`src/rtl/keypad_entry_controller.sv`:
```
// Turns scanner key events into multi-digit BCD entries and hands completed entries to a consumer.
// Latency: 1 clock from the key edge to entry/value/error. Backpressure: value held until value_ack; Enter while busy is rejected.
// The live entry stays editable while a committed value waits, so the two buffers are independent.
module keypad_entry_controller #(
    parameter int DIGITS = 4
) (
    input  logic                  clk,
    input  logic                  reset,
    input  logic                  interrupt,
    input  logic [3:0]            keypad_data,
    input  logic                  value_ack,
    output logic [4*DIGITS-1:0]   entry,
    output logic [2:0]            digit_count,
    output logic [4*DIGITS-1:0]   value,
    output logic                  value_valid,
    output logic                  error
);

    localparam int W = 4 * DIGITS;
    localparam logic [2:0] MAX_CNT = 3'(DIGITS);

    typedef enum logic {ENTRY, HOLD} state_t;

    state_t         state, state_n;
    logic           int_q;
    logic [W-1:0]   entry_n, value_n;
    logic [2:0]     count_n;
    logic           error_n;
    logic           key_event, is_enter;

    assign key_event   = interrupt & ~int_q;
    assign is_enter    = key_event && (keypad_data == 4'hA);
    assign value_valid = (state == HOLD);

    always_ff @(posedge clk) begin
        if (reset) begin
            // int_q starts high so a key held through reset is not seen as a new press
            int_q       <= 1'b1;
            state       <= ENTRY;
            entry       <= '0;
            digit_count <= '0;
            value       <= '0;
            error       <= 1'b0;
        end else begin
            int_q       <= interrupt;
            state       <= state_n;
            entry       <= entry_n;
            digit_count <= count_n;
            value       <= value_n;
            error       <= error_n;
        end
    end

    always_comb begin
        state_n = state;
        entry_n = entry;
        count_n = digit_count;
        value_n = value;
        error_n = 1'b0;

        if ((state == HOLD) && value_ack && !is_enter)
            state_n = ENTRY;

        if (key_event) begin
            if (keypad_data <= 4'd9) begin
                if (digit_count < MAX_CNT) begin
                    entry_n = (entry << 4) | W'(keypad_data);
                    count_n = digit_count + 3'd1;
                end else begin
                    error_n = 1'b1;
                end
            end else if (keypad_data == 4'hB) begin
                if (digit_count != 3'd0) begin
                    entry_n = entry >> 4;
                    count_n = digit_count - 3'd1;
                end else begin
                    error_n = 1'b1;
                end
            end else if (keypad_data == 4'hC) begin
                entry_n = '0;
                count_n = '0;
            end else if (keypad_data == 4'hA) begin
                // Commit is allowed from ENTRY, or from HOLD when the ack frees the output on this same edge
                if ((state == ENTRY) || value_ack) begin
                    if (digit_count != 3'd0) begin
                        value_n = entry;
                        entry_n = '0;
                        count_n = '0;
                        state_n = HOLD;
                    end else begin
                        state_n = ENTRY;
                        error_n = 1'b1;
                    end
                end else begin
                    error_n = 1'b1;
                end
            end
        end
    end

endmodule

```
`config.mk`:
```
export PLATFORM = sky130hd
export DESIGN_NAME = keypad_entry_controller
export DESIGN_NICKNAME = d
export VERILOG_FILES = /design/src/rtl/keypad_entry_controller.sv
export SDC_FILE = /design/constraint.sdc
export NUM_CORES = 1
export LEC_CHECK = 0
export BUFFER_PORTS_ARGS = -buffer_cell sky130_fd_sc_hd__buf_2
export CAP_MARGIN = 20
export CORE_AREA = 8 8 67 69
export DETAILED_ROUTE_END_ITERATION = 7
export DIE_AREA = 0 0 75 77
export PLACE_DENSITY = 0.79
export SYNTH_ARGS = -nofsm -noshare
export SYNTH_HDL_FRONTEND = slang
export SYNTH_SLANG_ARGS = --single-unit
export TNS_END_PERCENT = 20
```
`constraint.sdc`:
```
create_clock -name clk -period 4.25 [get_ports clk]
set_input_delay 0.2125 -clock clk [delete_from_list [all_inputs] [get_ports clk]]
set_output_delay 0.2125 -clock clk [all_outputs]
set_load 0.02 [all_outputs]
```
## Yosys cells after proc, flatten, opt, wreduce, memory -nomap -nowiden

Index checks and enable logic that the tools add are counted.

- Eq/ne operators: 5
- Bitwise operators: 8
- Reductions and logical operators: 12
- Multiplexer cells: 31
- $add $sub $neg: 2
- Magnitude comparators: 2

Operators by type and width:

| operator | count |
|---|---|
| $mux W16 | 8 |
| $mux W3 | 8 |
| $or A16 B4 Y16 | 1 |
| $mux W1 | 15 |
| $eq A4 B4 Y1 const B | 3 |
| $reduce_bool A4 Y1 | 2 |
| $reduce_and A7 Y1 | 1 |
| $not A1 Y1 | 6 |
| $reduce_and A6 Y1 | 1 |
| $reduce_bool A3 Y1 | 2 |
| $le A4 B4 Y1 const B | 1 |
| $add A3 B1 Y3 const B | 1 |
| $logic_and A1 B1 Y1 | 3 |
| $lt A3 B3 Y1 const B | 1 |
| $ne A3 B2 Y1 const B | 1 |
| $sub A3 B1 Y3 const B | 1 |
| $ne A2 B1 Y1 const B | 1 |
| $reduce_or A2 Y1 | 1 |
| $and A1 B1 Y1 | 1 |
| $logic_not A1 Y1 | 1 |
| $logic_or A1 B1 Y1 | 1 |

- Flip-flop bits (word level): 38
- Logic and storage cells: 66
- Input bits: 8
- Output and inout port bits: 37

## Longest topological paths before layout

Gate-level depths: netlist (run 1).

- Depth after elaboration: 12
- Mapped depth: 8
- Mapped depth without buffers: 6

## Least setup slack after synthesis (run 1)

Ideal clock, no wire load.

- Path type: register -> register
- Start: reg digit_count[0]
- End: reg entry[12]
- Data required time: 4134 ps
- Clock period less this slack: 1887 ps
- Buffers on the path: 0
- Cell stages (with the launch flop): 7
- Slack: 2363 ps
- Data arrival time: 1770 ps
- Library setup time: 116 ps
- Path through: dfxtp_1 inv_1 ha_1 nor2b_1 o211a_1 o311a_1 a41o_1

- Cells in the longest elaborated chain, start to end: 3
- Elaborated cells on any way between the ends: 6
- Those cells by class: order compare: 1; eq/ne: 2; reduce/logical: 3

Ends and longest elaborated chain:

| element | RTL line | RTL |
|---|---|---|
| start, declared | 13 | `output logic [2:0] digit_count,` |
| start signal, assigned | 48 | `digit_count <= count_n;` |
| $lt A3 B3 Y1 / $reduce_bool A3 Y1 (equally long branches) | 66, 73, 85 |  |
| $ne A2 B1 Y1 (no source line), or another cell as far along | -- |  |
| $reduce_and A6 Y1 (no source line) (*) | -- |  |
| end signal, assigned | 47 | `entry <= entry_n;` |
| end, declared | 12 | `output logic [4*DIGITS-1:0] entry,` |

Every way passes the cells marked *; elsewhere a longest branch is shown, timed or not.
A chain may end at the register's enable or synchronous reset.

## Worst setup path after layout (run 1)

- Start: reg digit_count[0]
- End: reg entry[3]

Same word-level chain as after synthesis.

==> results of run 1 <==
## path summary, 6_finish.rpt
kind,startpoint,end,slack (ns),cells past startpoint
setup / recovery,digit_count[0]$_SDFFE_PP0P_,entry[3]$_SDFFE_PP0P_,1.97,6
hold / removal,interrupt,int_q$_SDFF_PP1_,0.06,2
setup reg to reg,digit_count[0]$_SDFFE_PP0P_,entry[3]$_SDFFE_PP0P_,1.97,6
hold reg to reg,value[10]$_SDFFE_PP0P_,value[10]$_SDFFE_PP0P_,0.50,2
## worst reg2reg max path, delay by kind of cell (launching register included)
| kind | cells | cell delay [ns] |
|---|---|---|
| buf+inv | 1 | 0.09 |
| simple gates | 2 | 0.48 |
| mux | 1 | 0.35 |
| compound gates | 1 | 0.69 |
| fa+ha+maj | 1 | 0.21 |
| flops | 1 | 0.38 |
## kinds of logic (layout without fill, tap and decap cells)
group / after synthesis / after routing
adders and majority gates: 3 / 3
and+or+nand+nor: 43 / 43
muxes: 20 / 20
AOI/OAI and AO/OA: 56 / 56
buffers and inverters: 20 / 58
DFF: 38 / 38
## layer usage
| layer | vias up | part of all wire |
|---|---|---|
| li1 | 765 | - |
| met1 | 728 | 0.47 |
| met2 | 45 | 0.46 |
| met3 | 6 | 0.064 |
| met4 | 0 | 0.011 |
| met5 | - | 0 |
## metrics by stage
| step | std cells | hold slack (ns) |
|---|---|---|
| 2_1_floorplan | 180 | 0.319 |
| 3_3_place_gp | 258 | 0.426 |
| 3_5_place_dp | 258 | 0.436 |
| 5_1_grt | 266 | 0.0762 |
| 6_report | 266 | 0.0625 |
| 4_1_cts | 266 | 0.0673 |
## power by group
part	switching (mW)	internal [mW]
logic	0.0440	0.0211
registers	0.00724	0.362
clock network	0.119	0.0795
## cells in the final DEF, fill, tap and decap left out, drive strengths merged, types with 2 or more instances in the layout
| cell type | n |
|---|---|
| a211oi | 11 |
| and4b | 2 |
| inv | 4 |
| a22oi | 10 |
| o211a | 2 |
| clkbuf | 6 |
| nand4 | 2 |
| mux2 | 2 |
| nand3 | 3 |
| ha | 3 |
| buf | 46 |
| o311a | 4 |
| nand2 | 6 |
| o21ai | 4 |
| a31oi | 9 |
| o211ai | 4 |
| a41o | 4 |
| nand2b | 3 |
| nor3 | 2 |
| nor2b | 3 |
| mux2i | 18 |
| nor2 | 17 |
| dfxtp | 38 |
## registers in the layout, indices dropped and copies added, names as in the netlist
name,count
digit_count,3
entry,16
error,1
value_valid,1
int_q,1
value,16
## cell type report
cell class                      instances  area, um^2
Fill cell                             344        1440
Tap cell                               48        60.1
Timing Repair Buffer                   46         235
Clock inverter                          2        12.5
Inverter                                4        15.0
Multi-Input combinational cell        122         917
Sequential cell                        38         761
Clock buffer                            6        51.3
==> results.yml, run 1 <==
placed_design:
  hpwlAfterDp_mm: 3.01
  place_ws_ns: 2.03
  place.gp.congestion: 0.892
  dpl_cell_area_mm2: 0.00199
  portBuffers: 44
global_routing:
  grt_util_met3: 0.0429
  met2_usage: 0.226
  antenna_found_initial: 0
  track_usage: 0.152
  grt_max_degree: 34
  grt.overflow.total: 0
  first_global_vias: 1420
  met1_usage: 0.199
  grt_pass1_wl_mm: 6.96
  busiest_layer: "met2"
layout:
  final_cell_area_mm2: 0.00205
  insertedDiodeCount: 0
  fin_util: 0.587
  nNetsFinal: 228
  drive_above_1_share: 0.294
  syn_to_final_growth_pct: 14.8
timing:
  setup_viol: 0
  drv_slew: 0
  finClkSkew_ns: 0.00874
  layout_setup_ws_ns: 1.97
  hold_violations: 0
  worst_pin_slew_ns: 0.821
  clock.fmax_ghz: 0.438
  setup_tns_ns: 0
  maxSlewHeadroom: 0.450
  period_needed_ns: 2.28
  rsz0062_at_grt: "no"
  fin_crit_sh: 0.538
cts:
  tritoncts: "yes"
  clk_pin_slew_ns: 0.12
  htree_num_levels: 2
  numCtsBuffers: 5
  cts_setup_buffers: 0
  cts.sink_count: 38
  cts_resized: 0
  cts_root_buf: "clkbuf_4"
  clkLatencyLatePin_ns: 0.35
  clockBufferDepth: 2
  hold_buffers: 0
setup_path:
  cpPeakStageDelay_ns: 0.69
  worstPathRequired_ns: 4.51
  cp_max_fo: 11
  end_kind: "register"
  path_cells: "inv_1, ha_1, nor2b_1, o211ai_1, nand3_1, mux2_2"
  critPathTopFamily: "compound AO/OA/AOI/OAI gates"
  worst-setup-path-type: "reg -> reg"
  critPathSlowestCell: "o211ai_1"
  critPathLaunchType: "register"
  cp.arrival_ns: 2.54
  crit_buf_inv: 1
synthesis:
  synth.most_common_cell: "dfxtp_1"
  yosysUniqueCellTypes: 42
  ys.warnings.count: 0
  syn_area_mm2: 0.00179
  ys_async_sr_fraction: 0
  synth_mux_area_frac: 0.113
  synth-edff-count: 0
  postSynthRegisterBits: 38
  synth_common_cells: "dfxtp_1 (38), mux2i_1 (18), nor2_1 (16)"
  synth_seq_area_share: 0.425
  synth-xor-area-share: 0
  yosysTopAreaCellShare: 0.425
  synth_top_family_by_area: "compound AO/OA/AOI/OAI gates"
  ys.flop_type: "dfxtp_1"
  synth_top_cell_by_area: "dfxtp_1"
  netlist_top_cells_area: "dfxtp_1 (43%), mux2i_1 (10%), a211oi_1 (4.6%), a22oi_1 (4.2%), nor2_1 (3.4%)"
  synthesis.nets: 191
  yosys.area_share.simple: 0.132
  synth_compound_area_frac: 0.247
  synth_cells: 180
  syn_area_per_cell_um2: 9.93
  yosys.area_share.adder: 0.0210
detailed_routing:
  vias: 1544
  wl_per_cell_um: 16.1
  first_iter_violations: 109
  drc: 0
  ant_nets: 0
  vias_per_cell: 5.80
  wirelength_mm: 4.27
  drt-pass1-iter-count: 5
run:
  maxCapViolations: 0
die:
  core_area_mm2: 0.00350
  die_h_um: 77
  io_pins: 45
  core.rowCount: 22
  dieWidth_um: 75
  start_util: 0.511
  die-area_mm2: 0.00578
power:
  finalPower_mw: 0.632
  vdd_drop_max_mv: 0.184
  power.density_mw_per_mm2: 308
  p_leak_nw: 1.00
min_path:
  hold_class: "in -> reg"
outcome:
  status: "complete, no violations"
No activity file was read; power rests on OpenSTA's default activity.
==> run 2: changes to the inputs <==
Settings changed: ABC_AREA set to 1, CORE_AREA 8 8 67 69 to 8 8 70 72, DIE_AREA 0 0 75 77 to 0 0 78 80, PLACE_DENSITY 0.79 to 0.76.
Clock period 4.25 ns to 2.36 ns, I/O delays scaled along.
==> run 2 against run 1 <==
- core utilization fell by 0.36 points
- die area rose by 8.1%
- critical path depth rose by 3
- fmax rose by 27%
- clock-buffer cell count rose by 1
- clock power rose to 2.7 times the previous value
- largest cell class unchanged
- wire length rose by 2.6%
- sequential power rose by 83%
- synthesized cell count rose by 68%
- highest routed layer unchanged
- sequential share of layout area fell by 3.3 points
- clock skew fell by 0.0037 ns
==> results.yml, run 2 <==
timing:
  fin_crit_sh: 0.764
  rsz0062_at_grt: "no"
  fin_hold_ws_ns: 0.0202
  worst_pin_slew_ns: 0.580
  setup_tns_ns: 0
  setup_viol: 0
  period_needed_ns: 1.80
  drv_slew: 0
  finClkSkew_ns: 0.00501
  clock.fmax_ghz: 0.555
  hold_violations: 0
  maxSlewHeadroom: 0.613
detailed_routing:
  ant_nets: 0
  drt-pass1-iter-count: 4
  vias: 1826
  vias_per_cell: 4.62
  first_iter_violations: 149
  drc: 0
  wirelength_mm: 4.38
  wl_per_cell_um: 11.1
placed_design:
  hpwlAfterDp_mm: 3.16
  dpl_cell_area_mm2: 0.00214
  place.gp.congestion: 0.935
  portBuffers: 44
die:
  start_util: 0.498
  die_h_um: 80
  core.rowCount: 23
  die-area_mm2: 0.00624
  core_area_mm2: 0.00386
  io_pins: 45
  dieWidth_um: 78
global_routing:
  first_global_vias: 1736
  track_usage: 0.148
  grt_max_degree: 31
  grt_pass1_wl_mm: 7.64
  antenna_found_initial: 0
  grt.overflow.total: 0
setup_path:
  worst-setup-path-type: "reg -> reg"
  cp.arrival_ns: 2.03
  rrSetupSlack_ns: 0.56
  r2r_end: "value[12]$_SDFFE_PP0P_"
  end_kind: "register"
  cp_max_fo: 18
  critPathLaunchType: "register"
  worstRegToRegCells: 9
  r2r-start: "digit_count[0]$_SDFFE_PP0P_"
  worstPathRequired_ns: 2.59
synthesis:
  yosysTopAreaCellShare: 0.396
  synth_seq_area_share: 0.396
  synth_common_cells: "nand2_1 (83), nor2_1 (82), dfxtp_1 (38)"
  yosysUniqueCellTypes: 23
  ys.warnings.count: 0
  ys.flop_type: "dfxtp_1"
  synthesis.nets: 313
  syn_area_mm2: 0.00192
  postSynthRegisterBits: 38
  ys_async_sr_fraction: 0
  synth-edff-count: 0
  syn_area_per_cell_um2: 6.36
  synth_cells: 302
  synth_top_cell_by_area: "dfxtp_1"
  synth.most_common_cell: "nand2_1"
  netlist_top_cells_area: "dfxtp_1 (40%), nand2_1 (16%), nor2_1 (16%), inv_1 (5.5%), nand3_1 (5.5%)"
min_path:
  hold_path_startpoint: "interrupt"
  hold_class: "in -> reg"
  hold_depth: 3
  min_delay_worst_endpoint: "int_q$_SDFF_PP1_"
cts:
  cts.sink_count: 38
  tritoncts: "yes"
  clk_pin_slew_ns: 0.07
  cts_resized: 0
  htree_num_levels: 2
  hold_buffers: 0
  cts_root_buf: "clkbuf_8"
  cts_setup_buffers: 0
  clkLatencyLatePin_ns: 0.29
  numCtsBuffers: 5
  clockBufferDepth: 2
layout:
  syn_to_final_growth_pct: 17.1
  layout_common_cells: "nand2_1 (83), nor2_1 (82), buf_2 (44)"
  final_common_cell: "nand2_1"
  final_cell_area_mm2: 0.00225
  insertedDiodeCount: 0
  largest_registers: "entry: 16 flops, value: 16 flops, digit_count: 3 flops"
  nNetsFinal: 355
  drive_above_1_share: 0.188
power:
  power.density_mw_per_mm2: 622
  p_leak_nw: 1.14
  vdd_drop_max_mv: 0.288
run:
  maxCapViolations: 0
outcome:
  status: "complete, no violations"
-- run 2: cell count changes after synthesis, sizes merged, moves of 9 or more --
cell and change:
nand3 +20, mux2i -18, a31oi -9, nor2 +69, nand2 +80, o21ai +16, inv +27, a22oi -10
a211oi -11
-- run 2: routing by layer --
layer | share of wire | global-route usage | up-vias
met5 | 0 | 0 | -
met4 | 0.013 | 0.0500 | 0
met3 | 0.064 | 0.0473 | 7
met2 | 0.49 | 0.273 | 43
met1 | 0.43 | 0.156 | 776
li1 | - | - | 1000
-- run 2: cell type report --
cell class | count | area (um^2)
clock buffers | 7 | 76.3
clock inverters | 1 | 30.0
fillers | 406 | 1610
inverters | 32 | 120
multi-input cells | 221 | 965
flip-flops and latches | 38 | 761
well taps | 50 | 62.6
repair buffers | 46 | 235
-- run 2: cells by family after synthesis --
| kind of cell | share of synthesized area |
|---|---|
| AND/OR/NAND/NOR | 0.426 |
| buffers and inverters | 0.102 |
| flip-flops | 0.396 |
| AO/OA/AOI/OAI | 0.0567 |
| adder cells (fa/ha/maj) | 0.0195 |
-- run 2: power by group --
part	switching, mW	internal [mW]
registers	0.0183	0.659
logic	0.125	0.0612
clock network	0.219	0.316
-- run 2: worst max-delay path, cell delays in order (launching register included) --
cell	delay, ns
dfxtp_1	0.37
inv_1	0.08
ha_1	0.21
nand2_1	0.08
nand2_1	0.06
inv_1	0.09
nand3_2	0.31
inv_2	0.35
nor2_1	0.07
nor2_1	0.11
-- run 2: how the worst max path moves through the flow --
stage                           startpoint                      to  slack (ns)  depth (start not counted)
3_3_place_gp   digit_count[0]$_SDFFE_PP0P_  value[14]$_SDFFE_PP0P_        0.61                          9
4_1_cts        digit_count[0]$_SDFFE_PP0P_  value[12]$_SDFFE_PP0P_        0.51                          9
6_report       digit_count[0]$_SDFFE_PP0P_  value[12]$_SDFFE_PP0P_        0.56                          9
3_5_place_dp   digit_count[0]$_SDFFE_PP0P_  value[12]$_SDFFE_PP0P_        0.53                          9
2_1_floorplan  digit_count[0]$_SDFFE_PP0P_  entry[11]$_SDFFE_PP0P_        0.71                         11
5_1_grt        digit_count[0]$_SDFFE_PP0P_   value[6]$_SDFFE_PP0P_        0.33                          9
-- run 2: per-stage QoR --
stage	util	power [mW]	instances	worst slack, ns
finish	0.583	1.40	395	0.557
global route	0.583	1.47	395	0.331
CTS	0.583	1.42	395	0.509
detailed placement	0.556	0.880	387	0.525
global placement	0.556	0.878	387	0.607
floorplan	-	0.832	302	0.707
